`config.mk`:
```
export PLATFORM = sky130hd
export DESIGN_NAME = q3c_x_serializer
export DESIGN_NICKNAME = d
export VERILOG_FILES = /design/src/rtl/q3c_pkg.sv /design/src/rtl/q3c_shift_reg.sv /design/src/rtl/q3c_x_serializer.sv
export SDC_FILE = /design/constraint.sdc
export NUM_CORES = 1
export LEC_CHECK = 0
export ABC_CLOCK_PERIOD_IN_PS = 1400
export BUFFER_PORTS_ARGS = -buffer_cell sky130_fd_sc_hd__buf_4
export CORE_MARGIN = 10
export CORE_UTILIZATION = 44
export CTS_BUF_LIST = sky130_fd_sc_hd__clkbuf_16
export DETAILED_ROUTE_END_ITERATION = 16
export PLACE_DENSITY = 0.71
export SLEW_MARGIN = 0
export SYNTH_ARGS = -nofsm -noshare
export SYNTH_HDL_FRONTEND = slang
export SYNTH_HIERARCHICAL = 1
export SYNTH_SLANG_ARGS = --single-unit
```
`constraint.sdc`:
```
create_clock -name clk -period 1.4 [get_ports clk]
set_clock_uncertainty 0.15 [all_clocks]
set_input_delay 0.14 -clock clk [delete_from_list [all_inputs] [get_ports clk]]
set_output_delay 0.14 -clock clk [all_outputs]
set_load 0.01 [all_outputs]
```
`src/rtl/q3c_pkg.sv`:
```
// Shared types and helpers for the Q3c serial feeder: state encoding and counter sizing.
package q3c_pkg;

    typedef enum logic [1:0] {
        SER_IDLE  = 2'd0,
        SER_SHIFT = 2'd1,
        SER_PAR   = 2'd2
    } ser_state_t;

    // Counter must hold WIDTH so the parity slot can be indexed past the last data bit.
    function automatic int ser_cnt_w(input int width);
        return $clog2(width + 1);
    endfunction

    localparam int SER_CNT_W = ser_cnt_w(8);

endpackage

```
`src/rtl/q3c_shift_reg.sv`:
```
// Load/shift register for the Q3c serializer; stores the word pre-advanced by one bit
// so next_bit is always the bit to be presented after the one currently on x.
module q3c_shift_reg #(
    parameter int WIDTH     = 8,
    parameter bit MSB_FIRST = 1'b1
) (
    input  logic             clk,
    input  logic             aresetn,
    input  logic             load,
    input  logic             shift,
    input  logic [WIDTH-1:0] data,
    output logic             first_bit,
    output logic             next_bit
);

    logic [WIDTH-1:0] shreg;

    assign first_bit = MSB_FIRST ? data[WIDTH-1] : data[0];
    assign next_bit  = MSB_FIRST ? shreg[WIDTH-1] : shreg[0];

    always_ff @(posedge clk or negedge aresetn) begin
        if (!aresetn) begin
            shreg <= '0;
        end else if (load) begin
            shreg <= MSB_FIRST ? {data[WIDTH-2:0], 1'b0} : {1'b0, data[WIDTH-1:1]};
        end else if (shift) begin
            shreg <= MSB_FIRST ? {shreg[WIDTH-2:0], 1'b0} : {1'b0, shreg[WIDTH-1:1]};
        end
    end

endmodule

```
`src/rtl/q3c_x_serializer.sv`:
```
// Parallel-to-serial feeder driving x into the Q3c FSM over a valid/ready handshake.
// Optional even-parity trailer bit is enabled by defining SER_PARITY_EN.
module q3c_x_serializer
    import q3c_pkg::*;
#(
    parameter int WIDTH     = 8,
    parameter bit MSB_FIRST = 1'b1,
    parameter bit IDLE_BIT  = 1'b0
) (
    input  logic             clk,
    input  logic             aresetn,
    input  logic [WIDTH-1:0] in_data,
    input  logic             in_valid,
    output logic             in_ready,
    output logic             x,
    output logic             x_valid,
    output logic             x_last,
    output logic             busy
);

    localparam int CNT_W = ser_cnt_w(WIDTH);
    localparam logic [CNT_W-1:0] LAST_CNT = CNT_W'(WIDTH - 1);

    ser_state_t       state, state_nxt;
    logic [CNT_W-1:0] cnt, cnt_nxt;
    logic             x_nxt;
    logic             load, shift, xfer, word_last, ready_int;
    logic             first_bit, next_bit;

    q3c_shift_reg #(
        .WIDTH     (WIDTH),
        .MSB_FIRST (MSB_FIRST)
    ) u_shift (
        .clk       (clk),
        .aresetn   (aresetn),
        .load      (load),
        .shift     (shift),
        .data      (in_data),
        .first_bit (first_bit),
        .next_bit  (next_bit)
    );

    assign word_last = (state == SER_SHIFT) && (cnt == LAST_CNT);

`ifdef SER_PARITY_EN
    logic par_q;

    always_ff @(posedge clk or negedge aresetn) begin
        if (!aresetn) begin
            par_q <= 1'b0;
        end else if (load) begin
            par_q <= ^in_data;
        end
    end

    assign ready_int = (state == SER_IDLE) || (state == SER_PAR);
    assign x_last    = (state == SER_PAR);
`else
    assign ready_int = (state == SER_IDLE) || word_last;
    assign x_last    = word_last;
`endif

    // Gated by aresetn so the upstream never sees ready while the block is held in reset.
    assign in_ready = ready_int & aresetn;
    assign xfer     = in_valid & in_ready;
    assign busy     = (state != SER_IDLE);
    assign x_valid  = busy;

    always_comb begin
        state_nxt = state;
        cnt_nxt   = cnt;
        x_nxt     = IDLE_BIT;
        load      = 1'b0;
        shift     = 1'b0;
        if (xfer) begin
            state_nxt = SER_SHIFT;
            cnt_nxt   = '0;
            x_nxt     = first_bit;
            load      = 1'b1;
        end else begin
            case (state)
                SER_SHIFT: begin
                    if (word_last) begin
`ifdef SER_PARITY_EN
                        state_nxt = SER_PAR;
                        cnt_nxt   = cnt + 1'b1;
                        x_nxt     = par_q;
`else
                        state_nxt = SER_IDLE;
                        cnt_nxt   = '0;
`endif
                    end else begin
                        cnt_nxt = cnt + 1'b1;
                        x_nxt   = next_bit;
                        shift   = 1'b1;
                    end
                end
                default: begin
                    state_nxt = SER_IDLE;
                    cnt_nxt   = '0;
                end
            endcase
        end
    end

    always_ff @(posedge clk or negedge aresetn) begin
        if (!aresetn) begin
            state <= SER_IDLE;
            cnt   <= '0;
            x     <= IDLE_BIT;
        end else begin
            state <= state_nxt;
            cnt   <= cnt_nxt;
            x     <= x_nxt;
        end
    end

endmodule

```
==> flow_metrics.tcl, run 1 <==
set metrics [dict create \
    outcome "finished, violations left" \
    violations "negative setup slack" \
    power_density_nw_per_um2 2050 \
    crit_slowest_cell "dfrtp_1" \
    place_congestion 0.768 \
    crit_path_cell_trace "ha_4, nand3b_4, nand2_4, and2_4, buf_6" \
    wire_per_inst_um 13.7 \
    avgSynthCellArea_um2 10.9 \
    p_sw_mw 0.647 \
    drv_slew 0 \
    p_leak_nw 0.537 \
    worst_pin_slew_ns 0.378 \
    firstDrtPassIters 4 \
    period_needed_ns 1.54 \
    setup_violations 9 \
    ant_nets 0 \
    ys_ff_latch 13 \
    cap_violations 0 \
    crit_type "flop to output pin" \
    design_area_um2 1010 \
    required_ns 1.11 \
    maxSlewHeadroom_pct 74.7 \
    overflow 0 \
    yosysTopAreaCell "dfrtp_1" \
    hold_viol 0 \
    power_frac_seq_pct 31.0 \
    grt_pass1_wl_um 2390 \
    synth.distinct_cells 20 \
    antenna_cells 0 \
    post-dp-hpwl_um 1010 \
    worst_setup_path_end_kind "output pin" \
    cts_buffers 3 \
    clk_pin_slew_ns 0.04 \
    layout-drive-gt1-share_pct 40.2 \
    vias 503 \
    rsz0062_at_grt "true" \
    syn-num-nets 69 \
    htreeDepth 1 \
    cp.arrival_ns 1.25 \
    fp.dieH_um 57.6 \
    pwr-share-comb_pct 43.8 \
    core-area_um2 1320 \
    ios 16 \
    synth_cells 57 \
    slowest_delay_ns 0.41 \
    initial_core_util_pct 47.2 \
    cts_tree "built" \
    path_buf_inv 1 \
    hold_path_class "primary input to flop" \
    port-buffer-count 15 \
    fin_ws_ns -0.137 \
    cts-root-buf "clkbuf_16" \
    yosys-top-cells-area "dfrtp_1, mux2i_1, nand2_1" \
    grt_max_degree 13 \
    crit_family "flip-flops" \
    worstSetupStartpointType "flop" \
    synth_warnings 6 \
    grt_usage_pct 9.00 \
    path_max_fanout 3 \
    p_clk_share_pct 25.3 \
    rows 13 \
    via_per_inst 4.70 \
    ir_drop_mv 1.22 \
    clockBufferDepth 2 \
    whs_ns 0.0235 \
    min_period_over_period_pct 110 \
    fmax_ghz 0.651 \
    syn2layout_area_growth_pct 62.2 \
    die_width_um 57.6 \
    netlist_area_um2 622 \
    dieArea_um2 3320 \
    drt_wl_total_um 1460 \
    grt_pass1_vias 561 \
    clock_latency_ns 0.24 \
    place_area_um2 788 \
    drc 0 \
    first_iter_violations 5 \
    seq_area_frac_synth_pct 52.3 \
    clock-sinks 13 \
    switching_share_pct 31.4 \
    antenna_found_initial 0 \
    internal_power_mw 1.42 \
    synthDominantCellAreaShare_pct 52.3 \
    num-nets-final 105 \
]
[area by class of cell]
type                       count  area (µm²)
clock buffer                   3        75.1
clock inverter                 1        3.75
fill                          83         309
inverter                       2        7.51
multi-input combinational     38         282
sequential                    13         325
tap                           15        18.8
timing repair buffer          35         297
[synthesized netlist by cell type]
library cell / n
o21ai_0: 1
nand2_4: 1
o21ai_1: 6
nor2_1: 4
mux2_4: 1
ha_1: 1
mux2i_1: 6
buf_4: 3
nand2_1: 9
and3_1: 2
inv_1: 2
dfrtp_1: 13
a21oi_1: 1
nand3_1: 1
xnor2_1: 1
xor2_1: 1
and2_1: 1
buf_6: 1
nand2b_1: 1
nand3b_4: 1
[path summary, 6_finish.rpt]
kind / from / slack [ns] / depth (start not counted) / endpoint
worst max-delay path: cnt[1] / -0.14 / 5 / in_ready
worst min register to register: u_shift/shreg[7] / 0.39 / 1 / x
min in group asynchronous: aresetn / 0.16 / 2 / u_shift/shreg[7]
worst max register to register: cnt[1] / -0.08 / 6 / u_shift/shreg[3]
max in group asynchronous: aresetn / 0.52 / 3 / cnt[2]
worst min-delay path: in_valid / 0.02 / 3 / state[0]
[kinds of logic (layout without fill, tap and decap cells)]
| family | Yosys count | count (layout) | share of synthesized area (%) |
|---|---|---|---|
| AND/OR/NAND/NOR | 20 | 20 | 17.7 |
| flip-flops | 13 | 13 | 52.3 |
| AO/OA/AOI/OAI | 8 | 8 | 6.44 |
| multiplexers | 7 | 7 | 12.1 |
| buffers and inverters | 6 | 41 | 6.64 |
| XOR/XNOR | 2 | 2 | 2.82 |
| adder cells (fa/ha/maj) | 1 | 1 | 2.01 |
[through the flow]
stage | std cells | power (mW) | util [%] | setup TNS (ns) | setup WS [ns]
after floorplan | 57 | 1.15 | - | -0.105 | -0.0197
after detailed placement | 90 | 1.40 | 59.8 | -0.381 | -0.0831
after global placement | 90 | 1.37 | 59.8 | -0.110 | -0.0289
after global routing | 107 | 2.21 | 76.5 | -1.28 | -0.176
after CTS | 105 | 2.00 | 74.3 | -0.699 | -0.158
final | 107 | 2.06 | 76.5 | -0.649 | -0.137
[power groups by stage]
stage / logic [mW] / clock network, mW / registers (mW)
finish: 0.903 / 0.521 / 0.638
global route: 0.996 / 0.556 / 0.656
CTS: 0.834 / 0.533 / 0.635
detailed placement: 0.760 / 0 / 0.640
global placement: 0.731 / 0 / 0.635
floorplan: 0.514 / 0 / 0.641
[worst register-to-register path: stages (launching register included)]
cell,delay [ns]
dfrtp_1,0.41
ha_4,0.19
nand3b_4,0.10
nand2_4,0.06
inv_2,0.15
mux2i_1,0.23
o21ai_1,0.08
[registers in the layout, indices dropped and copies added, names as in the netlist]
name / flops
x: 1
u_shift/shreg: 7
cnt: 4
state: 1
[cells in the final DEF (no fill, tap or decap)]
cell,count
and2_4,1
dfrtp_1,13
nor2_1,3
buf_4,23
nand3_1,1
dlygate4sd3_1,9
nor2_4,1
inv_2,1
mux2i_1,6
xor2_1,1
inv_1,2
mux2_4,1
ha_4,1
nand2b_1,1
o21ai_1,6
nand2_1,9
clkbuf_16,3
xnor2_1,1
and3_1,2
nand2_4,1
o21ai_0,1
nand3b_4,1
buf_6,3
a21oi_2,1
[repair_timing]
action,CTS,global route
pin swaps,2,3
endpoints found under the hold margin,20,0
endpoints found under the setup margin,8,10
buffers inserted,2,2
gates resized for setup,2,4
hold buffers,9,0
[layer usage]
metal / GRT usage [%] / share of wire [%] / vias to the layer above
met2: 16.7 / 56 / 13
met3: 4.65 / 7.9 / 0
li1: - / - / 258
met5: 0 / 0 / -
met4: 3.02 / 0 / 0
met1: 8.09 / 36 / 232
(Power assumes the default switching activity.)
==> run 2, diff against run 1 <==
--- a/config.mk
+++ b/config.mk
@@ -6,12 +6,12 @@
 export NUM_CORES = 1
 export LEC_CHECK = 0
 export ABC_CLOCK_PERIOD_IN_PS = 1400
-export BUFFER_PORTS_ARGS = -buffer_cell sky130_fd_sc_hd__buf_4
-export CORE_MARGIN = 10
-export CORE_UTILIZATION = 44
+export CORE_AREA = 10 10 47 49
 export CTS_BUF_LIST = sky130_fd_sc_hd__clkbuf_16
 export DETAILED_ROUTE_END_ITERATION = 16
-export PLACE_DENSITY = 0.71
+export DIE_AREA = 0 0 57 59
+export DONT_BUFFER_PORTS = 1
+export SKIP_LAST_GASP = 1
 export SLEW_MARGIN = 0
 export SYNTH_ARGS = -nofsm -noshare
 export SYNTH_HDL_FRONTEND = slang
==> run 2 against run 1 <==
- the run still ends with negative setup slack left
- core utilization fell by 6.6 points
- critical path depth increased by 2
- cell count shrank 8.4%
- die area increased by 1.4%
- setup slack lost 0.015 ns
- via count decreased by 6.2%
- global-route usage hardly changed
- worst hold slack better by 0.017 ns
- register-to-register slack lost 0.07 ns
- critical endpoint is now u_shift/shreg[1]
==> flow_metrics.tcl, run 2 (same netlist as run 1, synthesis figures left out) <==
set metrics [dict create \
    outcome "finished, violations left" \
    violations "negative setup slack" \
    fin_ws_ns -0.152 \
    syn2layout_area_growth_pct 57.5 \
    ir_drop_mv 1.42 \
    n_fill_cell 102 \
    clk_pin_slew_ns 0.04 \
    num-nets-final 95 \
    grt_pass1_vias 552 \
    maxSlewHeadroom_pct 60.5 \
    top_register "u_shift/shreg" \
    p_clk_share_pct 24.5 \
    clockBufferDepth 2 \
    cts-root-buf "clkbuf_16" \
    drt_wl_total_um 1490 \
    design_area_um2 980 \
    required_ns 1.38 \
    cts_buffers 3 \
    ios 16 \
    p_leak_nw 0.501 \
    worst_pin_slew_ns 0.591 \
    power_density_nw_per_um2 2180 \
    hold_viol 0 \
    worstSetupStartpointType "flop" \
    rows 14 \
    p_sw_mw 0.685 \
    clock_latency_ns 0.24 \
    min_period_over_period_pct 111 \
    largest_reg_flops 7 \
    rsz0062_at_grt "true" \
    cap_violations 0 \
    ant_nets 0 \
    total_power_mw 2.13 \
    fp.dieH_um 59 \
    drv_slew 0 \
    pwr-share-comb_pct 44.8 \
    period_needed_ns 1.55 \
    hold_path_class "primary input to flop" \
    antenna_cells 0 \
    wire_per_inst_um 15.2 \
    clock-sinks 13 \
    overflow 0 \
    internal_power_mw 1.45 \
    worst_setup_path_end_kind "flop" \
    cp.arrival_ns 1.53 \
    hold_depth 2 \
    switching_share_pct 32.1 \
    setup_violations 10 \
    grt_usage_pct 9.04 \
    layout-drive-gt1-share_pct 40.2 \
    grt_max_degree 14 \
    firstDrtPassIters 2 \
    fmax_ghz 0.644 \
    via_per_inst 4.82 \
    antenna_found_initial 0 \
    reg_top3 "u_shift/shreg (7), cnt (4)" \
    seqCellArea_um2 325 \
    grt_pass1_wl_um 2460 \
    place_area_um2 699 \
    power_frac_seq_pct 30.7 \
    vias 472 \
    crit_type "flop to flop" \
    layout_commonest_cell "dfrtp_1" \
    die_width_um 57 \
    whs_ns 0.0401 \
    first_iter_violations 4 \
    place_congestion 0.668 \
    cts_tree "built" \
    htreeDepth 1 \
    core-area_um2 1400 \
    setup_tns_ns -1.09 \
    dieArea_um2 3360 \
    final_util_pct 69.9 \
    layout_common_cells "dfrtp_1, dlygate4sd3_1, buf_4" \
    path_max_fanout 6 \
    initial_core_util_pct 44.4 \
    post-dp-hpwl_um 856 \
    multi_input_area_um2 312 \
    reg2regPathDepth 7 \
    drc 0 \
    port-buffer-count 0 \
]
[run 2: changes by cell type in the layout (fill, tap and decap cells not counted), sizes merged]
cell  change
buf      -10
[run 2: critical path: stages (launching register included)]
cell and delay, ns:
dfrtp_1 0.39, ha_4 0.17, nand3b_4 0.10, buf_6 0.14, a21oi_4 0.16, buf_6 0.16
nand2b_4 0.13, o21ai_2 0.04
[run 2: worst paths after layout]
kind / startpoint / end / slack [ns]
max: cnt[1] / u_shift/shreg[1] / -0.15
min: aresetn / x / 0.04
max reg2reg: cnt[1] / u_shift/shreg[1] / -0.15
min reg2reg: u_shift/shreg[7] / x / 0.37
max in group asynchronous: aresetn / cnt[1] / 0.52
min in group asynchronous: aresetn / u_shift/shreg[2] / 0.20
[run 2: stage by stage]
stage                     worst slack (ns)  instances
after floorplan                    -0.0197         57
after global placement             -0.0315         79
after detailed placement           -0.0516         79
after CTS                           -0.128         95
after global routing                -0.186         98
final                               -0.152         98
[run 2: cell type report]
class,count,area share (%)
Inverter,2,1.02
Multi-Input combinational cell,38,31.8
Sequential cell,13,33.2
Clock inverter,1,0.383
Tap cell,16,2.04
Timing Repair Buffer,25,23.9
Clock buffer,3,7.66
[run 2: per-layer routing]
layer / vias up / global-route usage (%) / share of wire, %
li1: 234 / - / -
met1: 226 / 8.94 / 40
met2: 10 / 16.1 / 53
met3: 2 / 4.51 / 5.7
met4: 0 / 3.02 / 0.54
met5: - / 0 / 0
[run 2: repair_timing]
action | in CTS | in global routing
hold buffers | 9 | 0
setup buffers | 2 | 3
cloned | 1 | 0
pin swaps | 3 | 2
hold endpoints to repair | 21 | 0
setup endpoints to repair | 10 | 10
resized for setup | 6 | 13
[run 2: power by group through the flow]
stage	clock (mW)	combinational, mW	sequential, mW
2_1_floorplan	0	0.514	0.641
3_3_place_gp	0	0.670	0.644
3_5_place_dp	0	0.694	0.651
4_1_cts	0.535	0.825	0.653
5_1_grt	0.552	1.05	0.670
6_report	0.523	0.957	0.654
==> run 3, diff against run 2 <==
--- a/config.mk
+++ b/config.mk
@@ -5,7 +5,7 @@
 export SDC_FILE = /design/constraint.sdc
 export NUM_CORES = 1
 export LEC_CHECK = 0
-export ABC_CLOCK_PERIOD_IN_PS = 1400
+export ABC_CLOCK_PERIOD_IN_PS = 1900
 export CORE_AREA = 10 10 47 49
 export CTS_BUF_LIST = sky130_fd_sc_hd__clkbuf_16
 export DETAILED_ROUTE_END_ITERATION = 16
==> constraint.sdc (replaced) <==
create_clock -name clk -period 1.9 [get_ports clk]
set_clock_uncertainty 0.15 [all_clocks]
set_input_delay 0.19 -clock clk [delete_from_list [all_inputs] [get_ports clk]]
set_output_delay 0.19 -clock clk [all_outputs]
set_load 0.01 [all_outputs]
==> run 3 against run 2 <==
- count of clock-buffer cells in the layout unchanged
- die area is the same
- cell count shrank 13%
- flip-flop and latch count is the same
- largest power group is now sequential cells
- non-clock buffer count decreased by 13
- the flow now finishes without violations
==> flow_metrics.tcl, run 3 (same netlist as run 1, synthesis figures left out) <==
set metrics [dict create \
    outcome "finished, final reports clean" \
    setup_tns_ns 0 \
    hold_path_class "primary input to flop" \
    final_util_pct 57.5 \
    fp.dieH_um 59 \
    post-dp-hpwl_um 799 \
    required_ns 1.87 \
    overflow 0 \
    min_period_over_period_pct 89.8 \
    worstSetupStartpointType "flop" \
    layout_commonest_cell "dfrtp_1" \
    clockBufferDepth 2 \
    via_per_inst 5.00 \
    port-buffer-count 0 \
    cap_violations 0 \
    worst_pin_slew_ns 0.553 \
    drt_wl_total_um 1160 \
    cts_setup_buffers 0 \
    rsz0062_at_grt "false" \
    die_width_um 57 \
    total_power_mw 1.25 \
    antenna_cells 0 \
    place_congestion 0.729 \
    crit_type "flop to flop" \
    drv_slew 0 \
    path_max_fanout 7 \
    grt_pass1_wl_um 2040 \
    p_leak_nw 0.428 \
    grt_usage_pct 7.91 \
    worst_setup_path_end_kind "flop" \
    top_register "u_shift/shreg" \
    grt_max_degree 15 \
    first_iter_violations 6 \
    antenna_found_initial 0 \
    cts_buffers 3 \
    initial_core_util_pct 44.4 \
    vias 425 \
    ir_drop_mv 1.12 \
    dieArea_um2 3360 \
    cts_tree "built" \
    htreeDepth 1 \
    layout-drive-gt1-share_pct 13.0 \
    reg_top3 "u_shift/shreg (7), cnt (4)" \
    hold_viol 0 \
    core-area_um2 1400 \
    cp.arrival_ns 1.68 \
    power_density_nw_per_um2 1560 \
    ant_nets 0 \
    fmax_ghz 0.586 \
    drc 0 \
    n_fill_cell 127 \
    clk_pin_slew_ns 0.05 \
    maxSlewHeadroom_pct 63.0 \
    grt_pass1_vias 451 \
    clock-sinks 13 \
    rows 14 \
    layout_common_cells "dfrtp_1, nand2_1, dlygate4sd3_1" \
    firstDrtPassIters 3 \
    num-nets-final 82 \
    period_needed_ns 1.71 \
    setup_violations 0 \
    clock_latency_ns 0.24 \
    syn2layout_area_growth_pct 29.6 \
    wire_per_inst_um 13.6 \
    cts-root-buf "clkbuf_16" \
    ios 16 \
    largest_reg_flops 7 \
]
==> run 3: area by class of cell <==
cell class	instances	area [µm²]	share of cell area, %
tap	16	20.0	2.48
timing repair buffer	12	118	14.6
clock inverter	1	5.00	0.621
sequential	13	325	40.4
inverter	2	7.51	0.932
clock buffer	3	75.1	9.32
multi-input combinational	38	255	31.7
==> run 3: what timing repair did <==
action / CTS / global route
setup endpoints to repair: 0 / 7
endpoints found under the hold margin: 21 / 13
resized for setup: 0 / 1
hold buffers: 9 / 1
==> run 3: path summary, 6_finish.rpt <==
| kind | startpoint | endpoint | slack [ns] | depth (start not counted) |
|---|---|---|---|---|
| max | cnt[0] | u_shift/shreg[3] | 0.19 | 6 |
| min | aresetn | x | 0.08 | 2 |
| max reg2reg | cnt[0] | u_shift/shreg[3] | 0.19 | 6 |
| min reg2reg | cnt[0] | cnt[0] | 0.30 | 1 |
| max in group asynchronous | aresetn | u_shift/shreg[3] | 0.80 | 2 |
| min in group asynchronous | aresetn | x | 0.43 | 2 |
==> run 3: metrics by stage <==
step	cell area, µm²	setup slack [ns]	instances	hold slack, ns
3_5_place_dp	623	0.203	71	-0.255
2_1_floorplan	622	0.394	57	-0.256
6_report	806	0.193	85	0.0818
3_3_place_gp	623	0.244	71	-0.255
5_1_grt	806	0.0505	85	0.0887
4_1_cts	793	0.00547	84	0.0807
==> run 3: critical path, stage by stage (launching register included) <==
cell,delay (ns)
dfrtp_1,0.39
ha_1,0.25
nand3b_4,0.12
nand2_4,0.08
inv_1,0.26
mux2i_1,0.25
o21ai_1,0.08
==> run 3: layer usage <==
metal / part of all wire, % / global-route usage [%] / up-vias
met1: 42 / 7.71 / 196
met2: 50 / 12.4 / 11
met3: 4.1 / 3.00 / 5
met4: 3.8 / 8.05 / 0
li1: - / - / 213
met5: 0 / 0 / -
==> run 3: power by group <==
part | internal, mW | switching (mW) | total [mW]
Clock | 0.280 | 0.116 | 0.396
Sequential | 0.385 | 0.0963 | 0.481
Combinational | 0.190 | 0.188 | 0.377
Total | 0.854 | 0.400 | 1.25
